**config.mk**
```make
export PLATFORM = sky130hd
export DESIGN_NAME = pc_fetch_flat
export DESIGN_NICKNAME = d
export VERILOG_FILES = /design/src/rtl/pc_fetch_pkg.sv /design/src/rtl/pc_fetch_if.sv /design/src/rtl/pc_fetch_sync_fifo.sv /design/src/rtl/pc_fetch.sv /design/src/flat_wrapper.sv
export SDC_FILE = /design/constraint.sdc
export NUM_CORES = 1
export LEC_CHECK = 0
export CAP_MARGIN = 40
export CORE_ASPECT_RATIO = 0.9
export CORE_MARGIN = 2
export CORE_UTILIZATION = 30
export CTS_CLUSTER_DIAMETER = 120
export DETAILED_ROUTE_END_ITERATION = 10
export DONT_BUFFER_PORTS = 1
export GPL_ROUTABILITY_DRIVEN = 0
export HOLD_SLACK_MARGIN = 0.05
export PLACE_DENSITY = 0.49
export SLEW_MARGIN = 5
export SYNTH_ARGS = -nofsm -noshare
export SYNTH_HDL_FRONTEND = slang
export SYNTH_SLANG_ARGS = --single-unit
```
**constraint.sdc**
```tcl
create_clock -name clk -period 7.48 [get_ports clk]
set_input_delay 1.496 -clock clk [delete_from_list [all_inputs] [get_ports clk]]
set_output_delay 1.496 -clock clk [all_outputs]
set_load 0.02 [all_outputs]
```
**src/rtl/pc_fetch_pkg.sv**
```systemverilog
// Shared constants and types for the instruction-fetch front end.
package pc_fetch_pkg;

    localparam int XLEN = 64;
    localparam logic [XLEN-1:0] RESET_PC = 64'h0000_0000_8000_0000;
    localparam int ILEN = 32;

    // Bit positions inside jump_sel = {b_jal, jalr}
    localparam int JS_BJAL = 1;
    localparam int JS_JALR = 0;

    typedef enum logic {
        ST_BOOT = 1'b0,
        ST_RUN  = 1'b1
    } fetch_state_e;

endpackage

```
**src/rtl/pc_fetch_if.sv**
```systemverilog
// Bundle of branch-decision, instruction-memory and decode signals around pc_fetch.
interface pc_fetch_if #(
    parameter int XLEN = pc_fetch_pkg::XLEN
);
    import pc_fetch_pkg::*;

    logic            ex_valid;
    logic [1:0]      jump_sel;
    logic [XLEN-1:0] branch_target;
    logic [XLEN-1:0] jalr_target;

    logic            imem_req_valid;
    logic            imem_req_ready;
    logic [XLEN-1:0] imem_req_addr;
    logic            imem_rsp_valid;
    logic [ILEN-1:0] imem_rsp_data;

    logic            if_valid;
    logic            if_ready;
    logic [XLEN-1:0] if_pc;
    logic [ILEN-1:0] if_inst;

    logic            flush;
    logic            trap_misalign;

    // master = fetch unit, slave = surrounding pipeline / memory
    modport master (
        input  ex_valid, jump_sel, branch_target, jalr_target,
        input  imem_req_ready, imem_rsp_valid, imem_rsp_data, if_ready,
        output imem_req_valid, imem_req_addr, if_valid, if_pc, if_inst,
        output flush, trap_misalign
    );

    modport slave (
        output ex_valid, jump_sel, branch_target, jalr_target,
        output imem_req_ready, imem_rsp_valid, imem_rsp_data, if_ready,
        input  imem_req_valid, imem_req_addr, if_valid, if_pc, if_inst,
        input  flush, trap_misalign
    );

endinterface

```
**src/rtl/pc_fetch_sync_fifo.sv**
```systemverilog
// Small synchronous FIFO with first-word fall-through head and a synchronous clear.
module pc_fetch_sync_fifo #(
    parameter int WIDTH = 8,
    parameter int DEPTH = 2
) (
    input  logic                       clk,
    input  logic                       rst_n,
    input  logic                       i_clr,
    input  logic                       i_push,
    input  logic [WIDTH-1:0]           i_din,
    input  logic                       i_pop,
    output logic [WIDTH-1:0]           o_dout,
    output logic [$clog2(DEPTH):0]     o_count
);
    localparam int AW = $clog2(DEPTH);
    localparam int CW = AW + 1;

    logic [WIDTH-1:0] r_mem [DEPTH];
    logic [AW-1:0]    r_wr_ptr;
    logic [AW-1:0]    r_rd_ptr;
    logic [CW-1:0]    r_count;

    logic w_push;
    logic w_pop;

    // Clear wins over any push/pop in the same cycle
    assign w_push = i_push & ~i_clr;
    assign w_pop  = i_pop & ~i_clr & (r_count != '0);

    always_ff @(posedge clk or negedge rst_n) begin
        if (!rst_n) begin
            r_wr_ptr <= '0;
            r_rd_ptr <= '0;
            r_count  <= '0;
        end else if (i_clr) begin
            r_wr_ptr <= '0;
            r_rd_ptr <= '0;
            r_count  <= '0;
        end else begin
            if (w_push) r_wr_ptr <= r_wr_ptr + AW'(1);
            if (w_pop)  r_rd_ptr <= r_rd_ptr + AW'(1);
            r_count <= r_count + CW'(w_push) - CW'(w_pop);
        end
    end

    always_ff @(posedge clk) begin
        if (w_push) r_mem[r_wr_ptr] <= i_din;
    end

    assign o_dout  = r_mem[r_rd_ptr];
    assign o_count = r_count;

endmodule

```
**src/rtl/pc_fetch.sv**
```systemverilog
// Instruction-fetch front end: PC register, in-order imem requests, decode buffer
// and branch/jump redirect with discard of stale in-flight fetches.
module pc_fetch #(
    parameter int              XLEN     = pc_fetch_pkg::XLEN,
    parameter logic [XLEN-1:0] RESET_PC = pc_fetch_pkg::RESET_PC,
    parameter int              DEPTH    = 2
) (
    input  logic       clk,
    input  logic       rst_n,
    pc_fetch_if.master bus
);
    import pc_fetch_pkg::*;

    localparam int            CW        = $clog2(DEPTH) + 1;
    localparam logic [CW:0]   DEPTH_LIM = (CW+1)'(DEPTH);
    localparam logic [XLEN-1:0] LSB_CLR = ~{{(XLEN-1){1'b0}}, 1'b1};

    fetch_state_e    r_state;
    logic [XLEN-1:0] r_pc;
    logic [CW-1:0]   r_drop_cnt;

    logic            w_redirect_req;
    logic [XLEN-1:0] w_target;
    logic            w_redirect;
    logic            w_req_valid;
    logic            w_req_fire;
    logic            w_rsp_keep;
    logic            w_if_pop;
    logic [CW:0]     w_occupancy;
    logic [CW-1:0]   w_outstanding;
    logic [CW-1:0]   w_fifo_count;
    logic            w_fifo_empty;
    logic [XLEN-1:0] w_tag_pc;
    logic [XLEN+ILEN-1:0] w_fifo_dout;

    // Gated by rst_n so flush/trap stay low while reset is held
    assign w_redirect_req = rst_n & bus.ex_valid & (bus.jump_sel != 2'b00);
    assign w_target       = bus.jump_sel[JS_JALR] ? (bus.jalr_target & LSB_CLR)
                                                  : bus.branch_target;
    assign w_redirect     = w_redirect_req & ~w_target[1];

    assign w_occupancy = {1'b0, w_outstanding} + {1'b0, w_fifo_count};
    assign w_req_valid = (r_state == ST_RUN) & ~w_redirect & (w_occupancy < DEPTH_LIM);
    assign w_req_fire  = w_req_valid & bus.imem_req_ready;

    assign w_rsp_keep   = bus.imem_rsp_valid & ~w_redirect & (r_drop_cnt == '0);
    assign w_fifo_empty = (w_fifo_count == '0);
    assign w_if_pop     = ~w_fifo_empty & bus.if_ready;

    always_ff @(posedge clk or negedge rst_n) begin
        if (!rst_n) begin
            r_state    <= ST_BOOT;
            r_pc       <= RESET_PC;
            r_drop_cnt <= '0;
        end else begin
            case (r_state)
                ST_BOOT: r_state <= ST_RUN;
                default: r_state <= ST_RUN;
            endcase

            if (w_redirect)      r_pc <= w_target;
            else if (w_req_fire) r_pc <= r_pc + XLEN'(4);

            // Everything still in flight at a redirect is stale, except a response landing now
            if (w_redirect)
                r_drop_cnt <= w_outstanding - CW'(bus.imem_rsp_valid);
            else if (bus.imem_rsp_valid && (r_drop_cnt != '0))
                r_drop_cnt <= r_drop_cnt - CW'(1);
        end
    end

    // Tag queue occupancy is exactly the number of outstanding requests
    pc_fetch_sync_fifo #(
        .WIDTH (XLEN),
        .DEPTH (DEPTH)
    ) u_tag_q (
        .clk     (clk),
        .rst_n   (rst_n),
        .i_clr   (1'b0),
        .i_push  (w_req_fire),
        .i_din   (r_pc),
        .i_pop   (bus.imem_rsp_valid),
        .o_dout  (w_tag_pc),
        .o_count (w_outstanding)
    );

    pc_fetch_sync_fifo #(
        .WIDTH (XLEN + ILEN),
        .DEPTH (DEPTH)
    ) u_inst_q (
        .clk     (clk),
        .rst_n   (rst_n),
        .i_clr   (w_redirect),
        .i_push  (w_rsp_keep),
        .i_din   ({w_tag_pc, bus.imem_rsp_data}),
        .i_pop   (w_if_pop),
        .o_dout  (w_fifo_dout),
        .o_count (w_fifo_count)
    );

    assign bus.imem_req_valid = w_req_valid;
    assign bus.imem_req_addr  = r_pc;
    assign bus.flush          = w_redirect;
    assign bus.trap_misalign  = w_redirect_req & w_target[1];
    assign bus.if_valid       = ~w_fifo_empty;
    assign bus.if_pc          = w_fifo_empty ? '0 : w_fifo_dout[ILEN +: XLEN];
    assign bus.if_inst        = w_fifo_empty ? '0 : w_fifo_dout[ILEN-1:0];

endmodule

```
**src/flat_wrapper.sv**
```systemverilog
// flat-port wrapper written by rule: the top's interface ports become plain ports
module pc_fetch_flat import pc_fetch_pkg::*;
#(
    parameter int              XLEN     = pc_fetch_pkg::XLEN,
    parameter logic [XLEN-1:0] RESET_PC = pc_fetch_pkg::RESET_PC,
    parameter int              DEPTH    = 2
)
  (clk, rst_n, bus_ex_valid, bus_jump_sel, bus_branch_target, bus_jalr_target, bus_imem_req_ready, bus_imem_rsp_valid, bus_imem_rsp_data, bus_if_ready, bus_imem_req_valid, bus_imem_req_addr, bus_if_valid, bus_if_pc, bus_if_inst, bus_flush, bus_trap_misalign);
  pc_fetch_if #(.XLEN(XLEN)) bus_i ();
  input  logic clk;
  input  logic rst_n;
  input wire logic [$bits(bus_i.ex_valid)-1:0] bus_ex_valid;
  input wire logic [$bits(bus_i.jump_sel)-1:0] bus_jump_sel;
  input wire logic [$bits(bus_i.branch_target)-1:0] bus_branch_target;
  input wire logic [$bits(bus_i.jalr_target)-1:0] bus_jalr_target;
  input wire logic [$bits(bus_i.imem_req_ready)-1:0] bus_imem_req_ready;
  input wire logic [$bits(bus_i.imem_rsp_valid)-1:0] bus_imem_rsp_valid;
  input wire logic [$bits(bus_i.imem_rsp_data)-1:0] bus_imem_rsp_data;
  input wire logic [$bits(bus_i.if_ready)-1:0] bus_if_ready;
  output wire logic [$bits(bus_i.imem_req_valid)-1:0] bus_imem_req_valid;
  output wire logic [$bits(bus_i.imem_req_addr)-1:0] bus_imem_req_addr;
  output wire logic [$bits(bus_i.if_valid)-1:0] bus_if_valid;
  output wire logic [$bits(bus_i.if_pc)-1:0] bus_if_pc;
  output wire logic [$bits(bus_i.if_inst)-1:0] bus_if_inst;
  output wire logic [$bits(bus_i.flush)-1:0] bus_flush;
  output wire logic [$bits(bus_i.trap_misalign)-1:0] bus_trap_misalign;
  assign bus_i.ex_valid = bus_ex_valid;
  assign bus_i.jump_sel = bus_jump_sel;
  assign bus_i.branch_target = bus_branch_target;
  assign bus_i.jalr_target = bus_jalr_target;
  assign bus_i.imem_req_ready = bus_imem_req_ready;
  assign bus_i.imem_rsp_valid = bus_imem_rsp_valid;
  assign bus_i.imem_rsp_data = bus_imem_rsp_data;
  assign bus_i.if_ready = bus_if_ready;
  assign bus_imem_req_valid = bus_i.imem_req_valid;
  assign bus_imem_req_addr = bus_i.imem_req_addr;
  assign bus_if_valid = bus_i.if_valid;
  assign bus_if_pc = bus_i.if_pc;
  assign bus_if_inst = bus_i.if_inst;
  assign bus_flush = bus_i.flush;
  assign bus_trap_misalign = bus_i.trap_misalign;
  pc_fetch #(.XLEN(XLEN), .RESET_PC(RESET_PC), .DEPTH(DEPTH)) u_core (.clk(clk), .rst_n(rst_n), .bus(bus_i));
endmodule
```
==> results by group, run 1 <==
Outcome
  • Outcome: finished, final reports clean

Die
  • Row count: a little over 80
  • Num ports: approximately 330
  • Die Y: 228.7 µm
  • Core ar.: 55610 µm²
  • Die Footprint: 58010 µm²
  • Die X: 253.7 µm
  • Starting Density: between 30% and 40%

Timing
  • Tmin final: about 4.2 ns
  • Fmax: ~240 MHz
  • Clk_skew: ~0.014 ns
  • Slew Viols, Final: 0
  • Setup TNS: 0 ns
  • Final setup fails: 0
  • RSZ-0062 raised after global routing: no
  • Hold Vio Cnt, Final: 0
  • Rel. slew slack: between 40% and 50%
  • Fin crit share: between 50% and 60%
  • Worst-Margin Slew: ~0.81 ns

Synthesis
  • Share of the synthesized area in the top cell type: between 50% and 60%
  • Post-synth EDFFs: 320
  • Post-synthesis net count: approximately 1400
  • Ys async rst share: between 10% and 20%
  • Cell variety after synth: between 40 and 50
  • Yosys reg bits: about 400
  • Post-synth top area cell: edfxtp_1
  • Avg Cell Area, Syn: roughly 14 µm²
  • Synthesized area: 16830 µm²
  • Synth top area cells: edfxtp_1, dfrtp_1, mux2i_1
  • Register area share after synthesis: 68.26%
  • Commonest register cell after synthesis: edfxtp_1
  • Yosys Warn Count: 0
  • Gate Count Post-Synth: between 1000 and 1500

Finish
  • Finished Core Util: about a third
  • Layout cell share with drive strength beyond 1: 14.12%
  • Final Cell Area: 19480 µm²
  • P&R area growth vs syn: 15.76%
  • N_diodes: 0
  • Most frequent cells in the layout: edfxtp_1, nor2_1, mux2i_1
  • Nets: around 1400
  • Commonest non-fill, non-tap cell in the layout: edfxtp_1

Hold path
  • Hold Crit Start: u_core.u_tag_q.r_mem[1][53]
  • WHS Path Cells: 1
  • Hold WC Path Type: reg -> reg

Setup path
  • CP endpoint: bus_if_pc[57]
  • FF-to-FF Start: u_core.u_inst_q.o_count[0]
  • CP max FO: 44
  • Setup crit start kind: flip-flop
  • WS Path Type: reg -> out
  • Reg2reg path depth: 7
  • WP data arrival: 2.67 ns
  • Worst reg2reg endpoint: u_core.bus.imem_req_addr[51]
  • Critical Path RT: approximately 6.0 ns
  • CP Launch Point: u_core.u_inst_q.r_rd_ptr
  • R2r setup slk: between 3 and 4 ns
  • Crit. End Element: primary output

Global route
  • Initial antenna violation count: 0
  • GR Util All Layers: 16.03%
  • Gr ovfl total: 0
  • Vias in the first global route: 9936
  • First-pass GRT wire length: roughly 68000 µm
  • Largest net degree at the start of global routing: about 120

CTS
  • Post-CTS setup repair buffer count: 0
  • Clock slew at the register clock pins of the worst setup and hold paths: around 0.06 ns
  • Cts repair resizes: 0
  • H-Tree Depth: 2
  • Insertion delay to the later sink of the worst-skew pair: roughly 0.57 ns
  • Sink Count: between 300 and 400
  • Post-CTS Hold Buffers: 0
  • CTS Buf Count: 45
  • Clk buf depth: 3
  • CTS tree: done
  • Root buf cell: clkbuf_16

Power
  • Leakage: 6.468 nW
  • Power per cell area: roughly 390 nW/µm²
  • Peak supply drop: 0.0001751 V

Detailed routing
  • DRT Pass-1 Iters: 4
  • DR DRC count: 0
  • Final WL: roughly 47000 µm
  • Routed len/inst: around 24 µm
  • Vias per Instance: a little under 5
  • Final ANT Viol Nets: 0
  • Vias: 9913
  • Initial DRC Count: 595

Placement
  • Detail Placement HPWL: 31570 µm
  • I/O Buffers: 0
  • Dpl cell area: ~18000 µm²

Flow run
  • Max_cap viols: 0
[registers in the layout (all words and copies together) (netlist names)]
name / count
u_core.bus.imem_req_addr: 64
u_core.u_tag_q.r_wr_ptr: 1
u_core.u_inst_q.r_mem: 192
u_core.u_inst_q.r_rd_ptr: 1
u_core.u_inst_q.r_wr_ptr: 1
u_core.u_tag_q.r_rd_ptr: 1
u_core.u_tag_q.o_count: 2
u_core.u_tag_q.r_mem: 128
u_core.u_inst_q.o_count: 2
u_core.r_drop_cnt: 2
u_core.r_state: 1
[critical path, stage by stage, from the launching register on]
cell     delay [ns]
dfrtp_4        0.91
buf_4          0.26
buf_16         0.27
mux2i_1        0.14
nor2_1         0.40
[per-layer routing]
| metal | vias up | wire (µm) | track usage, % |
|---|---|---|---|
| li1 | 4558 | - | - |
| met1 | 5004 | 20950 | 21.27 |
| met2 | 285 | 21850 | 25.45 |
| met3 | 66 | 3302 | 4.624 |
| met4 | 0 | 997 | 4.669 |
| met5 | - | 0 | 0 |
[worst min path at each step]
stage	to	slack [ns]
floorplan	u_core.u_tag_q.r_wr_ptr	0.46
global placement	u_core.r_drop_cnt[1]	0.53
detailed placement	u_core.u_inst_q.r_mem[1][67]	0.55
CTS	u_core.u_inst_q.r_mem[0][77]	0.56
global route	u_core.u_inst_q.r_mem[0][70]	0.57
finish	u_core.u_inst_q.r_mem[1][85]	0.56
[power by group]
group	total, W	switching [W]	internal (W)
combinational	0.00191	0.00127	0.000645
sequential	0.00340	0.000518	0.00288
clock	0.00232	0.000905	0.00141
[cells in the mapped netlist, types with 2 or more instances]
| cell | instances |
|---|---|
| inv_1 | 12 |
| nand3_1 | 20 |
| or4_1 | 15 |
| or3_1 | 22 |
| o31a_1 | 2 |
| and2_1 | 4 |
| nor3_1 | 11 |
| a21oi_1 | 30 |
| or2_2 | 2 |
| o21ai_0 | 24 |
| a31oi_1 | 26 |
| xor2_1 | 20 |
| nor4b_1 | 3 |
| nand3b_1 | 2 |
| mux2i_1 | 104 |
| nor2_1 | 121 |
| nand4_1 | 33 |
| and4_1 | 2 |
| a211oi_1 | 54 |
| nand2_1 | 41 |
| mux2_2 | 65 |
| and3_1 | 7 |
| nor4_2 | 2 |
| nand4_2 | 2 |
| buf_1 | 10 |
| edfxtp_1 | 320 |
| nor4_1 | 9 |
| o31ai_1 | 10 |
| ha_1 | 7 |
| clkbuf_1 | 51 |
| nor2b_1 | 55 |
| xnor2_1 | 22 |
| dfrtp_1 | 74 |
[through the flow]
step | hold WS (ns) | total power [W] | worst slack, ns | cells
floorplan | 0.4604 | 0.004770 | 0.5539 | 1193
global placement | 0.5298 | 0.005322 | 2.854 | 1906
detailed placement | 0.5476 | 0.005418 | 3.231 | 1913
CTS | 0.5585 | 0.007765 | 3.168 | 1995
global route | 0.5674 | 0.008018 | 3.126 | 1995
finish | 0.5555 | 0.007634 | 3.315 | 1995
[cell type report]
cell class	count	area, µm²
Multi-Input combinational cell	725	5120
Clock inverter	22	311.5
Fill cell	5461	36130
Clock buffer	60	1244
Sequential cell	395	11490
Inverter	12	45.04
Tap cell	756	945.9
Timing Repair Buffer	25	320.3
[logic make-up (layout without fill, tap and decap cells)]
| logic type | after synthesis | count (layout) | share of synthesized area, % |
|---|---|---|---|
| compound gates | 150 | 150 | 5.718 |
| xor+xnor | 42 | 42 | 2.186 |
| fa+ha+maj | 8 | 8 | 0.6394 |
| buf+inv | 73 | 119 | 1.628 |
| flops | 395 | 395 | 68.26 |
| mux | 169 | 169 | 10.54 |
| other cells | 1 | 1 | 0.02228 |
| simple gates | 355 | 355 | 11.01 |
Power figures use the tool's default switching activity.
==> inputs of run 2 (changes only) <==
--- a/config.mk
+++ b/config.mk
@@ -14,7 +14,7 @@
 export DONT_BUFFER_PORTS = 1
 export GPL_ROUTABILITY_DRIVEN = 0
 export HOLD_SLACK_MARGIN = 0.05
-export PLACE_DENSITY = 0.49
+export PLACE_DENSITY = 0.5
 export SLEW_MARGIN = 5
 export SYNTH_ARGS = -nofsm -noshare
 export SYNTH_HDL_FRONTEND = slang
==> constraint.sdc (replaced) <==
create_clock -name clk -period 3.76 [get_ports clk]
set_input_delay 0.752 -clock clk [delete_from_list [all_inputs] [get_ports clk]]
set_output_delay 0.752 -clock clk [all_outputs]
set_load 0.02 [all_outputs]
==> results by group, run 2 (synthesized netlist as in run 1, its figures left out) <==
Finish
  • Final std cells w/o fill: 2007 (+0.60%)
  • Final Cell Area: 19410 µm² (-0.35%)
  • Layout cell share with drive strength beyond 1: 14.72% (+0.60 points)
  • Commonest non-fill, non-tap cell in the layout: edfxtp_1
  • Finished Core Util: 34.91% (-0.12 points)
  • Largest reg by FF count: u_core.u_inst_q.r_mem
  • Largest register FFs: 192 (unchanged)
  • Nets: 1391 (+0.80%)
  • P&R area growth vs syn: 15.35%
  • Most frequent cells in the layout: edfxtp_1, nor2_1, mux2i_1

Power
  • Peak supply drop: 0.0003275 V (+87%)
  • Leakage: 6.471 nW (about the same)
  • Power per cell area: 763.6 nW/µm² (+95%)

Setup path
  • Crit. End Element: primary output
  • Setup crit start kind: flip-flop
  • CP max stage delay: 0.47 ns (-0.44 ns)
  • FF-to-FF Start: u_core.bus.imem_req_addr[23]
  • CP max FO: 3 (-93%)
  • Reg2reg path depth: 5 (-2)
  • R2r setup slk: 0.74 ns (-2.95 ns)
  • CP top delay family: simple AND/OR/NAND/NOR gates
  • WS Path Type: reg -> out
  • Critical Path RT: 3.01 ns (-2.97 ns)
  • Most used cell, CP: buf_4
  • Buffers and inverters on the worst path: 2 (unchanged)
  • Worst reg2reg endpoint: u_core.bus.imem_req_addr[51]
  • WP data arrival: 2.34 ns (-0.33 ns)
  • CP Cell Sequence: and2_1, fa_1, nor4b_1, buf_4, buf_4
  • Slowest stage cell, crit path: fa_1

Timing
  • Setup TNS: 0 ns (unchanged)
  • Worst-Margin Slew: 0.9510 ns (+0.1446 ns)
  • Fmax: ~320 MHz
  • Tmin final: a little over 3 ns
  • RSZ-0062 raised after global routing: no
  • Rel. slew slack: 36.22% (-10 points)
  • Clk_skew: 0.02272 ns (+0.008893 ns)
  • Fin crit share: roughly 82%
  • Slew Viols, Final: 0 (unchanged)
  • PnR worst setup slack: 0.6704 ns (-2.645 ns)
  • Hold Vio Cnt, Final: 0 (unchanged)
  • Final setup fails: 0 (unchanged)

Placement
  • I/O Buffers: 0 (unchanged)
  • Pre-CTS setup slack: 0.7242 ns (-2.507 ns)
  • Detail Placement HPWL: 31580 µm (about the same)
  • Cells after DPL: 1924 (+0.58%)
  • Dpl cell area: 18000 µm² (+0.39%)

Die
  • Row count: 82 (unchanged)
  • Core ar.: 55610 µm² (unchanged)
  • Num ports: 332 (unchanged)
  • Die Footprint: 58010 µm² (unchanged)
  • Die X: 253.7 µm (unchanged)
  • Starting Density: 30.26% (unchanged)
  • Die Y: 228.7 µm (unchanged)

CTS
  • Sink Count: 395 (unchanged)
  • CTS Buf Count: 44 (-2.2%)
  • Clk buf depth: 3 (unchanged)
  • Clock slew at the register clock pins of the worst setup and hold paths: 0.06 ns (about the same)
  • Root buf cell: clkbuf_16
  • CTS tree: done
  • H-Tree Depth: 2 (unchanged)
  • Cts repair resizes: 0 (unchanged)
  • Post-CTS setup repair buffer count: 0 (unchanged)
  • Insertion delay to the later sink of the worst-skew pair: 0.57 ns (about the same)

Global route
  • GR Util All Layers: 16.16% (+0.13 points)
  • First-pass GRT wire length: 68140 µm (+0.87%)
  • Initial antenna violation count: 0 (unchanged)
  • Vias in the first global route: 9996 (+0.60%)
  • Largest net degree at the start of global routing: 121 (unchanged)
  • Gr ovfl total: 0 (unchanged)

Detailed routing
  • Final WL: 47420 µm (+0.67%)
  • Initial DRC Count: 453 (-24%)
  • Final ANT Viol Nets: 0 (unchanged)
  • DR DRC count: 0 (unchanged)
  • Vias per Instance: 4.987 (+0.35%)
  • Routed len/inst: 23.63 µm (about the same)
  • Vias: 10008 (+0.96%)
  • DRT Pass-1 Iters: 4 (unchanged)

Outcome
  • Outcome: finished, final reports clean

Flow run
  • Max_cap viols: 0 (unchanged)

Hold path
  • Hold WC Path Type: in -> async
run 2: changes by cell type in the layout (fill, tap and decap cells not counted), sizes merged:
cell and change:
clkinv +8, clkbuf -3, inv +2, bufinv -5, clkinvlp -3, diode +1, buf +12
run 2: final cells by class:
type	instances	area, µm²
fillers	5456	36200
repair buffers	37	417.9
multi-input cells	725	5120
clock buffers	57	1201
well taps	756	945.9
clock inverters	24	185.2
flip-flops and latches	395	11490
inverters	12	45.04
diodes	1	2.502
run 2: report_power, final:
part | internal, W | total, W | leakage, nW | switching, W
Clock | 0.00240 | 0.00416 | 0.680 | 0.00176
Sequential | 0.00574 | 0.00660 | 3.75 | 0.000860
Combinational | 0.00132 | 0.00406 | 2.04 | 0.00274
Total | 0.00946 | 0.0148 | 6.47 | 0.00536
run 2: worst max-delay path by stage:
stage	startpoint	slack, ns	cells after the start	to
floorplan	bus_jump_sel[0]	-0.83	5	u_core.u_inst_q.r_mem[0][0]
global route	u_core.bus.imem_req_addr[23]	0.49	5	u_core.bus.imem_req_addr[59]
finish	u_core.u_inst_q.o_count[0]	0.67	5	bus_imem_req_valid
detailed placement	u_core.u_inst_q.o_count[0]	0.72	7	u_core.bus.imem_req_addr[63]
CTS	u_core.u_inst_q.o_count[0]	0.60	5	bus_imem_req_valid
global placement	u_core.bus.imem_req_addr[3]	0.78	6	u_core.bus.imem_req_addr[30]
run 2: metal layers:
layer / track usage, % / wire length [µm] / vias up / share of wire (%)
li1: - / - / 4599 / -
met1: 21.57 / 21280 / 5052 / 45
met2: 25.57 / 21740 / 296 / 46
met3: 4.521 / 3301 / 61 / 7.0
met4: 4.835 / 1091 / 0 / 2.3
met5: 0 / 0 / - / 0
run 2: timing repair:
item	4_1_cts	5_1_grt
setup endpoints to repair	0	0
hold buffers	1	0
endpoints found under the hold margin	75	0
run 2: metrics by stage:
stage | power [W] | hold WS [ns]
floorplan | 0.009470 | 0.4564
global placement | 0.01075 | 0.4628
detailed placement | 0.01087 | 0.4628
CTS | 0.01511 | 0.07201
global route | 0.01561 | 0.07805
finish | 0.01482 | 0.07733
==> inputs of run 3 (changes only) <==
--- a/config.mk
+++ b/config.mk
@@ -14,7 +14,7 @@
 export DONT_BUFFER_PORTS = 1
 export GPL_ROUTABILITY_DRIVEN = 0
 export HOLD_SLACK_MARGIN = 0.05
-export PLACE_DENSITY = 0.5
+export PLACE_DENSITY = 0.49
 export SLEW_MARGIN = 5
 export SYNTH_ARGS = -nofsm -noshare
 export SYNTH_HDL_FRONTEND = slang
==> constraint.sdc (replaced) <==
create_clock -name clk -period 3.1 [get_ports clk]
set_input_delay 0.62 -clock clk [delete_from_list [all_inputs] [get_ports clk]]
set_output_delay 0.62 -clock clk [all_outputs]
set_load 0.02 [all_outputs]
==> results by group, run 3 (synthesized netlist as in run 1, its figures left out) <==
Detailed routing
  • Vias per Instance: 4.901 (-1.7%)
  • DRT Pass-1 Iters: 5 (+1)
  • Final ANT Viol Nets: 0 (unchanged)
  • Routed len/inst: 23.27 µm (-1.5%)
  • Initial DRC Count: 478 (+5.5%)
  • Final WL: 47700 µm (+0.60%)
  • Vias: 10047 (+0.39%)
  • DR DRC count: 0 (unchanged)

CTS
  • Root buf cell: clkbuf_16
  • CTS Buf Count: 45 (+2.3%)
  • Clk buf depth: 3 (unchanged)
  • Post-CTS setup repair buffer count: 0 (unchanged)
  • Clock slew at the register clock pins of the worst setup and hold paths: 0.06 ns (about the same)
  • Insertion delay to the later sink of the worst-skew pair: 0.57 ns (about the same)
  • Sink Count: 395 (unchanged)
  • H-Tree Depth: 2 (unchanged)
  • CTS tree: done

Die
  • Die Footprint: 58010 µm² (unchanged)
  • Starting Density: 30.26% (unchanged)
  • Die Y: 228.7 µm (unchanged)
  • Die X: 253.7 µm (unchanged)
  • Row count: 82 (unchanged)
  • Core ar.: 55610 µm² (unchanged)
  • Num ports: 332 (unchanged)

Timing
  • Hold Vio Cnt, Final: 0 (unchanged)
  • Slew Viols, Final: 0 (unchanged)
  • Worst-Margin Slew: 0.8422 ns (-0.1088 ns)
  • Hold_ws: 0.1441 ns (+0.06675 ns)
  • Final setup fails: 0 (unchanged)
  • RSZ-0062 raised after global routing: no
  • Tmin final: 2.872 ns
  • Fin crit share: 92.65%
  • Clk_skew: 0.01777 ns (-0.004950 ns)
  • Rel. slew slack: 43.52% (+7.3 points)
  • PnR worst setup slack: 0.2278 ns (-0.4426 ns)
  • Fmax: between 300 and 400 MHz
  • Setup TNS: 0 ns (unchanged)

Setup path
  • WP data arrival: 3.38 ns (+1.04 ns)
  • Critical Path RT: 3.60 ns (+0.59 ns)
  • Setup crit start kind: flip-flop
  • CP max stage delay: 0.62 ns (+0.15 ns)
  • CP Cell Sequence: and2_1, fa_1, and4bb_1, nand4_1, or4_4, or4_1, a31oi_1
  • Slowest stage cell, crit path: or4_4
  • CP max FO: 5 (+2)
  • WS Path Type: reg -> reg
  • Crit. End Element: flip-flop

Global route
  • Largest net degree at the start of global routing: 121 (unchanged)
  • First-pass GRT wire length: 69040 µm (+1.3%)
  • Gr ovfl total: 0 (unchanged)
  • Vias in the first global route: 10119 (+1.2%)
  • Initial antenna violation count: 3 (+3)
  • GR Util All Layers: 16.36% (+0.19 points)

Power
  • Leakage: 6.711 nW (+3.7%)
  • Peak supply drop: 0.0003682 V (+12%)
  • Power per cell area: 932.5 nW/µm² (+22%)

Finish
  • Most frequent cells in the layout: edfxtp_1, nor2_1, mux2i_1
  • P&R area growth vs syn: 18.04%
  • Final std cells w/o fill: 2050 (+2.1%)
  • Nets: 1432 (+2.9%)
  • Largest register FFs: 192 (unchanged)
  • Commonest non-fill, non-tap cell in the layout: edfxtp_1
  • Largest reg by FF count: u_core.u_inst_q.r_mem
  • Layout cell share with drive strength beyond 1: 17.79% (+3.1 points)

Placement
  • Detail Placement HPWL: 31920 µm (+1.1%)
  • Pre-CTS setup slack: 0.1491 ns (-0.5751 ns)
  • I/O Buffers: 0 (unchanged)
  • Cells after DPL: 1963 (+2.0%)

Outcome
  • Outcome: finished, final reports clean

Hold path
  • Hold WC Path Type: in -> reg

Flow run
  • Max_cap viols: 0 (unchanged)
run 3: cell count changes in the layout (fill, tap and decap cells not counted), sizes merged:
cell | before | now
inv | 17 | 15
buf | 37 | 76
dlygate4sd3 | 0 | 1
clkinv | 15 | 12
bufinv | 2 | 5
clkbuf | 57 | 62
run 3: path summary, 6_finish.rpt:
kind / startpoint / slack, ns / end / depth (start not counted)
max in group asynchronous: rst_n / 2.05 / u_core.u_tag_q.r_rd_ptr / 2
min in group asynchronous: rst_n / 0.66 / u_core.bus.imem_req_addr[60] / 2
worst min-delay path: bus_imem_rsp_data[2] / 0.14 / u_core.u_inst_q.r_mem[0][2] / 0
worst max register to register: u_core.u_inst_q.o_count[0] / 0.23 / u_core.bus.imem_req_addr[63] / 7
worst min register to register: u_core.u_tag_q.o_count[0] / 0.56 / u_core.u_tag_q.o_count[0] / 1
worst max-delay path: u_core.u_inst_q.o_count[0] / 0.23 / u_core.bus.imem_req_addr[63] / 7
run 3: layout make-up:
| class | count | area, µm² |
|---|---|---|
| Sequential cell | 395 | 11490 |
| Clock buffer | 62 | 1252 |
| Inverter | 12 | 45.04 |
| Multi-Input combinational cell | 725 | 5155 |
| Fill cell | 5449 | 35740 |
| Timing Repair Buffer | 77 | 713.2 |
| Antenna cell | 1 | 2.502 |
| Tap cell | 756 | 945.9 |
| Clock inverter | 22 | 255.2 |
run 3: power breakdown:
group	total (W)	switching [W]	internal, W
Combinational	0.00551	0.00378	0.00173
Clock	0.00546	0.00220	0.00326
Sequential	0.00756	0.000592	0.00697
run 3: routing by layer:
metal	share of wire, %	wire length [µm]	global-route usage (%)	vias to the layer above
met5	0	0	0	-
met1	44	21210	21.71	5001
met4	2.8	1350	5.662	0
met3	6.8	3255	4.464	80
met2	46	21880	25.73	295
li1	-	-	-	4671
run 3: worst max-delay path: cells and delay by family, from the launching register on:
family / cells / cell delay, ns
simple gates: 5 / 1.73
compound gates: 1 / 0.17
flops: 1 / 0.42
fa+ha+maj: 1 / 0.49
run 3: stage by stage:
step                utilization [%]  power [W]  cell area [µm²]
CTS                           35.71    0.01887            19860
detailed placement            32.92    0.01329            18310
floorplan                         -    0.01149            16900
global route                  35.72    0.01949            19860
global placement              32.92    0.01321            18310
finish                        35.72    0.01852            19860
run 3: what timing repair did:
action,CTS,global route
gates resized for setup,1,1
hold endpoints to repair,75,0
hold buffers,2,0
endpoints found under the setup margin,1,3
